`config.mk`:
```
export PLATFORM = sky130hd
export DESIGN_NAME = icd_cmd_engine
export DESIGN_NICKNAME = d
export VERILOG_FILES = /design/src/rtl/icd_cmd_engine.sv
export SDC_FILE = /design/constraint.sdc
export NUM_CORES = 1
export LEC_CHECK = 0
export ABC_AREA = 1
export CORE_MARGIN = 2
export CORE_UTILIZATION = 48
export CTS_CLUSTER_SIZE = 24
export DETAILED_ROUTE_END_ITERATION = 16
export PLACE_DENSITY = 0.76
export SLEW_MARGIN = 20
export SYNTH_ARGS = -nofsm -noshare
export SYNTH_HDL_FRONTEND = slang
export SYNTH_SLANG_ARGS = --single-unit
```
`constraint.sdc`:
```
create_clock -name clk6x -period 1.6 [get_ports clk6x]
set_input_delay 0.32 -clock clk6x [delete_from_list [all_inputs] [get_ports clk6x]]
set_output_delay 0.32 -clock clk6x [all_outputs]
set_load 0.02 [all_outputs]
```
`src/rtl/icd_cmd_engine.sv`:
```
// ICD command engine: parses SPI header/address/data frames and issues single-byte
// write/read cycles on the 24-bit system bus. It also produces the MISO bytes.
module icd_cmd_engine #(
  parameter int unsigned TIMEOUT_CYCLES = 32
) (
  input  logic        clk6x,
  input  logic        resetn,
  input  logic [7:0]  rx_byte_i,
  input  logic        rx_hdr_en_i,
  input  logic        rx_db_en_i,
  output logic [7:0]  tx_byte_o,
  output logic        tx_en_o,
  output logic [23:0] bus_addr_o,
  output logic [7:0]  bus_wdata_o,
  output logic        bus_wr_o,
  output logic        bus_rd_o,
  input  logic [7:0]  bus_rdata_i,
  input  logic        bus_ack_i,
  output logic        busy_o
);

  localparam int unsigned      CNT_W    = $clog2(TIMEOUT_CYCLES + 1);
  localparam logic [CNT_W-1:0] CNT_LAST = CNT_W'(TIMEOUT_CYCLES - 1);
  localparam logic [3:0]       OP_STATUS = 4'h0;
  localparam logic [3:0]       OP_WRITE  = 4'h1;
  localparam logic [3:0]       OP_READ   = 4'h2;

  typedef enum logic [2:0] {
    P_HDR, P_ADDR2, P_ADDR1, P_ADDR0, P_DATA, P_IGNORE
  } parse_state_e;

  typedef enum logic [1:0] {
    BUS_IDLE, BUS_WR, BUS_RD
  } bus_state_e;

  parse_state_e     parse_q, parse_d;
  bus_state_e       bus_q, bus_d;
  logic             is_read_q, is_read_d;
  logic             ainc_q, ainc_d;
  logic [23:0]      addr_q, addr_d;
  logic [23:0]      bus_addr_q, bus_addr_d;
  logic [7:0]       bus_wdata_q, bus_wdata_d;
  logic [CNT_W-1:0] tmo_cnt_q, tmo_cnt_d;
  logic             abort_q, abort_d;
  logic             tmo_err_q, tmo_err_d;
  logic             ovr_err_q, ovr_err_d;
  logic [7:0]       tx_byte_q, tx_byte_d;
  logic             tx_en_q, tx_en_d;

  logic       hdr_stb, db_stb, busy;
  logic       ack_done, tmo_done, cyc_done, discard, bus_free;
  logic       need_wr, need_rd, issue, overrun;
  logic [3:0] hdr_op;

  assign hdr_stb  = rx_hdr_en_i;
  assign db_stb   = rx_db_en_i & ~rx_hdr_en_i;
  assign hdr_op   = rx_byte_i[7:4];
  assign busy     = (bus_q != BUS_IDLE);
  assign ack_done = busy & bus_ack_i;
  assign tmo_done = busy & ~bus_ack_i & (tmo_cnt_q == CNT_LAST);
  assign cyc_done = ack_done | tmo_done;
  // A cycle that started before the latest header belongs to a dead frame.
  assign discard  = abort_q | hdr_stb;
  assign bus_free = ~busy | cyc_done;
  assign need_wr  = db_stb & (parse_q == P_DATA) & ~is_read_q;
  assign need_rd  = db_stb & is_read_q & ((parse_q == P_ADDR0) | (parse_q == P_DATA));
  assign issue    = (need_wr | need_rd) & bus_free;
  assign overrun  = (need_wr | need_rd) & ~bus_free;

  // State register for both FSMs.
  // NOTE: sequential state uses non-blocking assignments so every flop samples pre-edge values.
  always_ff @(posedge clk6x) begin
    if (!resetn) begin
      parse_q <= P_HDR;
      bus_q   <= BUS_IDLE;
    end else begin
      parse_q <= parse_d;
      bus_q   <= bus_d;
    end
  end

  // Parser next state.
  // NOTE: each combinational output gets a default first so no latch is inferred.
  always_comb begin
    parse_d = parse_q;
    if (hdr_stb) begin
      parse_d = ((hdr_op == OP_WRITE) || (hdr_op == OP_READ)) ? P_ADDR2 : P_IGNORE;
    end else if (db_stb) begin
      case (parse_q)
        P_ADDR2: parse_d = P_ADDR1;
        P_ADDR1: parse_d = P_ADDR0;
        P_ADDR0: parse_d = P_DATA;
        default: parse_d = parse_q;
      endcase
    end
  end

  // Bus next state: completion is handled before a same-cycle new request.
  always_comb begin
    bus_d = bus_q;
    if (cyc_done) bus_d = BUS_IDLE;
    if (issue)    bus_d = need_wr ? BUS_WR : BUS_RD;
  end

  always_comb begin
    is_read_d   = is_read_q;
    ainc_d      = ainc_q;
    addr_d      = addr_q;
    bus_addr_d  = bus_addr_q;
    bus_wdata_d = bus_wdata_q;
    tmo_cnt_d   = tmo_cnt_q;
    abort_d     = abort_q;
    tmo_err_d   = tmo_err_q;
    ovr_err_d   = ovr_err_q;
    tx_byte_d   = tx_byte_q;
    tx_en_d     = 1'b0;

    if (hdr_stb) begin
      is_read_d = (hdr_op == OP_READ);
      ainc_d    = rx_byte_i[0];
    end

    if (cyc_done && !discard && ainc_q) addr_d = addr_q + 24'd1;
    if (db_stb) begin
      case (parse_q)
        P_ADDR2: addr_d[23:16] = rx_byte_i;
        P_ADDR1: addr_d[15:8]  = rx_byte_i;
        P_ADDR0: addr_d[7:0]   = rx_byte_i;
        default: ;
      endcase
    end

    if (busy) tmo_cnt_d = tmo_cnt_q + CNT_W'(1);
    if (cyc_done) begin
      tmo_cnt_d = '0;
      abort_d   = 1'b0;
    end
    if (hdr_stb && busy && !cyc_done) abort_d = 1'b1;
    if (issue) begin
      tmo_cnt_d  = '0;
      bus_addr_d = addr_d;
      if (need_wr) bus_wdata_d = rx_byte_i;
    end

    // Status reports flags as they were before a STATUS header clears them.
    if (hdr_stb) begin
      tx_en_d   = 1'b1;
      tx_byte_d = {busy, 5'b0, tmo_err_q, ovr_err_q};
      if (hdr_op == OP_STATUS) begin
        tmo_err_d = 1'b0;
        ovr_err_d = 1'b0;
      end
    end else if (cyc_done && (bus_q == BUS_RD) && !abort_q) begin
      tx_en_d   = 1'b1;
      tx_byte_d = ack_done ? bus_rdata_i : 8'hFF;
    end
    if (tmo_done) tmo_err_d = 1'b1;
    if (overrun)  ovr_err_d = 1'b1;
  end

  always_ff @(posedge clk6x) begin
    if (!resetn) begin
      is_read_q   <= 1'b0;
      ainc_q      <= 1'b0;
      addr_q      <= '0;
      bus_addr_q  <= '0;
      bus_wdata_q <= '0;
      tmo_cnt_q   <= '0;
      abort_q     <= 1'b0;
      tmo_err_q   <= 1'b0;
      ovr_err_q   <= 1'b0;
      tx_byte_q   <= '0;
      tx_en_q     <= 1'b0;
    end else begin
      is_read_q   <= is_read_d;
      ainc_q      <= ainc_d;
      addr_q      <= addr_d;
      bus_addr_q  <= bus_addr_d;
      bus_wdata_q <= bus_wdata_d;
      tmo_cnt_q   <= tmo_cnt_d;
      abort_q     <= abort_d;
      tmo_err_q   <= tmo_err_d;
      ovr_err_q   <= ovr_err_d;
      tx_byte_q   <= tx_byte_d;
      tx_en_q     <= tx_en_d;
    end
  end

  // Outputs.
  always_comb begin
    bus_wr_o    = (bus_q == BUS_WR);
    bus_rd_o    = (bus_q == BUS_RD);
    busy_o      = busy;
    bus_addr_o  = bus_addr_q;
    bus_wdata_o = bus_wdata_q;
    tx_byte_o   = tx_byte_q;
    tx_en_o     = tx_en_q;
  end

endmodule
```
==> metrics.md <==
| Metric | Value |
|---|---|
| Number of top-level pins | 65 |
| Drt first-iter violations | 510 |
| Antenna cells | 0 |
| Seq cells post-synth | 81 |
| Net Count, Synth | 603 |
| Congestion Overflow GR | 0 |
| Synthesized cell area | 0.00406 mm² |
| Worst hold path class | primary input to flip-flop |
| Top FF cell, synth | dfxtp_1 |
| Remaining antenna violation count | 0 |
| CTS root buffer | clkbuf_8 |
| Total CTS buffers | 9 |
| First drt pass iteration count | 7 |
| Initial Util | 49.4% |
| Yosys warning count | 0 |
| Peak supply drop | 0.000735 V |
| Seq/Total Area, Yosys | 40.0% |
| EDFF count, synth | 0 |
| Chip Height | 95.9 µm |
| Max clock buf depth | 2 |
| Clock sink count | between 80 and 90 |
| Total track usage | 29.9% |
| GPL Wtd Cong | around 0.97 |
| Worst-path clk slew | 0.09 ns |
| Die area | 0.00920 mm² |
| Async SR Flop Fraction | 0% |
| # rows | 33 |
| Relative slew slack | 73.4% |
| Hold Fails Final Rpt | 0 |
| Yosys cell types | 38 |
| Fmax | approximately 0.56 GHz |
| Total Routed Length | around 15,000 µm |
| Core region area | 0.00822 mm² |
| Final Max Slew Viols | 0 |
| Least-Margin Pin Slew | 0.398 ns |
| DR WL/cell | 18.0 µm |
| IO buf count | 64 |
| Worst EP arrival | slightly above 2 ns |
| Clock Skews | 0.00956 ns |
| Area Overhead vs Synth | 56.3% |
| Post-Place Cells | 809 |
| Initial antenna violation count | 0 |
| Post-route clock period utilization | 111% |
| Nets | between 700 and 800 |
| PnR worst setup slack | -0.179 ns |
| CP max FO | 7 |
| RSZ-0062 raised after global routing | yes |
| CTS hold repair buffers | 0 |
| Crit path kind | flip-flop to flip-flop |
| Worst-Skew Late Latency | 0.36 ns |
| Fillers | 531 |
| Via count | slightly below 5,000 |
| Final instance count without filler cells | about 850 |
| Number of global-route vias before repair | roughly 4,400 |
| Setup_tns | -3.72 ns |
| First-pass GRT wire length | between 20,000 and 25,000 µm |
| Layout cell share with drive strength beyond 1 | between 30% and 40% |
| Failing checks | negative setup slack |
| Crit end category | flip-flop |
| Largest net degree at the start of global routing | 30 |
| Static Leakage | around 2.8 nW |
| Setup violators final | 45 |
| Final Critical Period | 1.78 ns |
| P per Cell Area | 676 mW/mm² |
| Status | finished, violations left |
| DRC | 0 |
| Placed wire-length estimate | roughly 9400 µm |
| Worst Setup Start Kind | flip-flop |
| Max_cap viols | 0 |
| Mapped Avg Cell Area | 6.99 µm² |
| Cells after Synth | 580 |
| Die W | around 96 µm |
| CTS tree | done |
| Vias per cell | 5.70 |
| CP Data Required Time | ~1.9 ns |
| Deepest level of the CTS H-tree | 3 |
==> area by class of cell <==
| type | count | area [µm²] | area share, % |
|---|---|---|---|
| Multi-Input combinational cell | 427 | 2620 | 41.3 |
| Sequential cell | 81 | 1630 | 25.7 |
| Timing Repair Buffer | 165 | 1530 | 24.1 |
| Inverter | 53 | 219 | 3.45 |
| Tap cell | 105 | 131 | 2.07 |
| Clock buffer | 9 | 124 | 1.95 |
| Clock inverter | 7 | 93.8 | 1.48 |
==> cells in the final DEF (no fill, tap or decap), drive strengths merged, types with 2 or more instances in the layout <==
master and n:
bufinv 2, clkinv 3, nor3 16, buf 99, clkdlybuf4s50 19, clkinvlp 2
dfxtp 81, ha 2, nor2 87, nand4 9, dlymetal6s2s 2, a21oi 36
a31oi 6, nand2 143, clkbuf 11, xor2 7, o211ai 2, nand3 64
inv 53, dlygate4sd2 41, or2 3, xnor2 7, o21ai 39, a211oi 2
==> metal layers <==
layer	vias up	track usage [%]	part of all wire, %
li1	2208	-	-
met1	2225	37.3	39
met2	310	50.2	48
met3	89	4.78	8.2
met4	0	14.5	5.0
met5	-	0	0
==> kinds of logic (layout without fill, tap and decap cells) <==
group,Yosys count,count (layout),share of synthesized area (%)
adders and majority gates,2,2,0.617
and+or+nand+nor,322,324,36.1
buffers and inverters,74,234,8.55
DFF,81,81,40.0
AOI/OAI and AO/OA,87,87,11.7
xor gates and xnor gates,14,14,3.02
==> repair_timing <==
action                                  4_1_cts  5_1_grt
pin swaps                                     7       38
cloned                                        4        5
setup buffers                                 5       12
endpoints found under the setup margin      102       75
resized for setup                            95      122
==> report_power, final <==
group	switching [W]	internal, W	leakage (nW)
logic	0.000296	0.000220	2.08
registers	0.0000354	0.00206	0.658
clock network	0.000799	0.000878	0.106
==> worst max-delay path: stages, from the launching register on <==
cell,delay (ns)
dfxtp_2,0.37
ha_4,0.15
nand3_4,0.06
nor2_4,0.11
nand2_4,0.09
a21oi_4,0.18
buf_12,0.14
buf_6,0.14
nand2_1,0.06
nand3_1,0.07
o21ai_1,0.10
a21oi_1,0.21
==> cell usage after synthesis, drive strengths merged (3+ instances only) <==
cell type | count | area share (%)
a21oi | 36 | 4.7
a31oi | 6 | 0.93
buf | 13 | 2.7
clkbuf | 8 | 0.74
dfxtp | 81 | 40
inv | 52 | 5.0
nand2 | 141 | 15
nand3 | 64 | 8.9
nand4 | 9 | 1.4
nor2 | 87 | 8.4
nor3 | 16 | 2.0
o21ai | 39 | 4.9
or2 | 3 | 0.46
xnor2 | 7 | 1.5
xor2 | 7 | 1.5
==> state kept, by name (all words and copies together) (netlist names) <==
signal,flops
ovr_err_q,1
abort_q,1
bus_addr_o,24
is_read_q,1
bus_wdata_o,8
addr_q,24
ainc_q,1
bus_q,2
parse_q,3
tmo_err_q,1
tx_byte_o,8
tmo_cnt_q,6
tx_en_o,1
==> path summary, 6_finish.rpt <==
kind / end / startpoint / slack [ns] / cells after the start
max: bus_addr_o[8] / tmo_cnt_q[0] / -0.18 / 11
min: parse_q[0] / rx_hdr_en_i / 0.41 / 3
max reg2reg: bus_addr_o[8] / tmo_cnt_q[0] / -0.18 / 11
min reg2reg: ainc_q / ainc_q / 0.47 / 2
==> metrics by stage <==
step	util [%]	power (W)	setup WS, ns	hold slack, ns	instance area [µm²]
after CTS	70.7	0.00421	-0.106	0.474	5810
after floorplan	-	0.00234	0.00894	0.440	4080
after global placement	65.1	0.00256	-0.321	0.453	5350
after global routing	77.1	0.00440	-0.297	0.420	6340
after detailed placement	65.1	0.00257	-0.378	0.461	5350
final	77.1	0.00429	-0.179	0.408	6340
(Power assumes the default switching activity.)
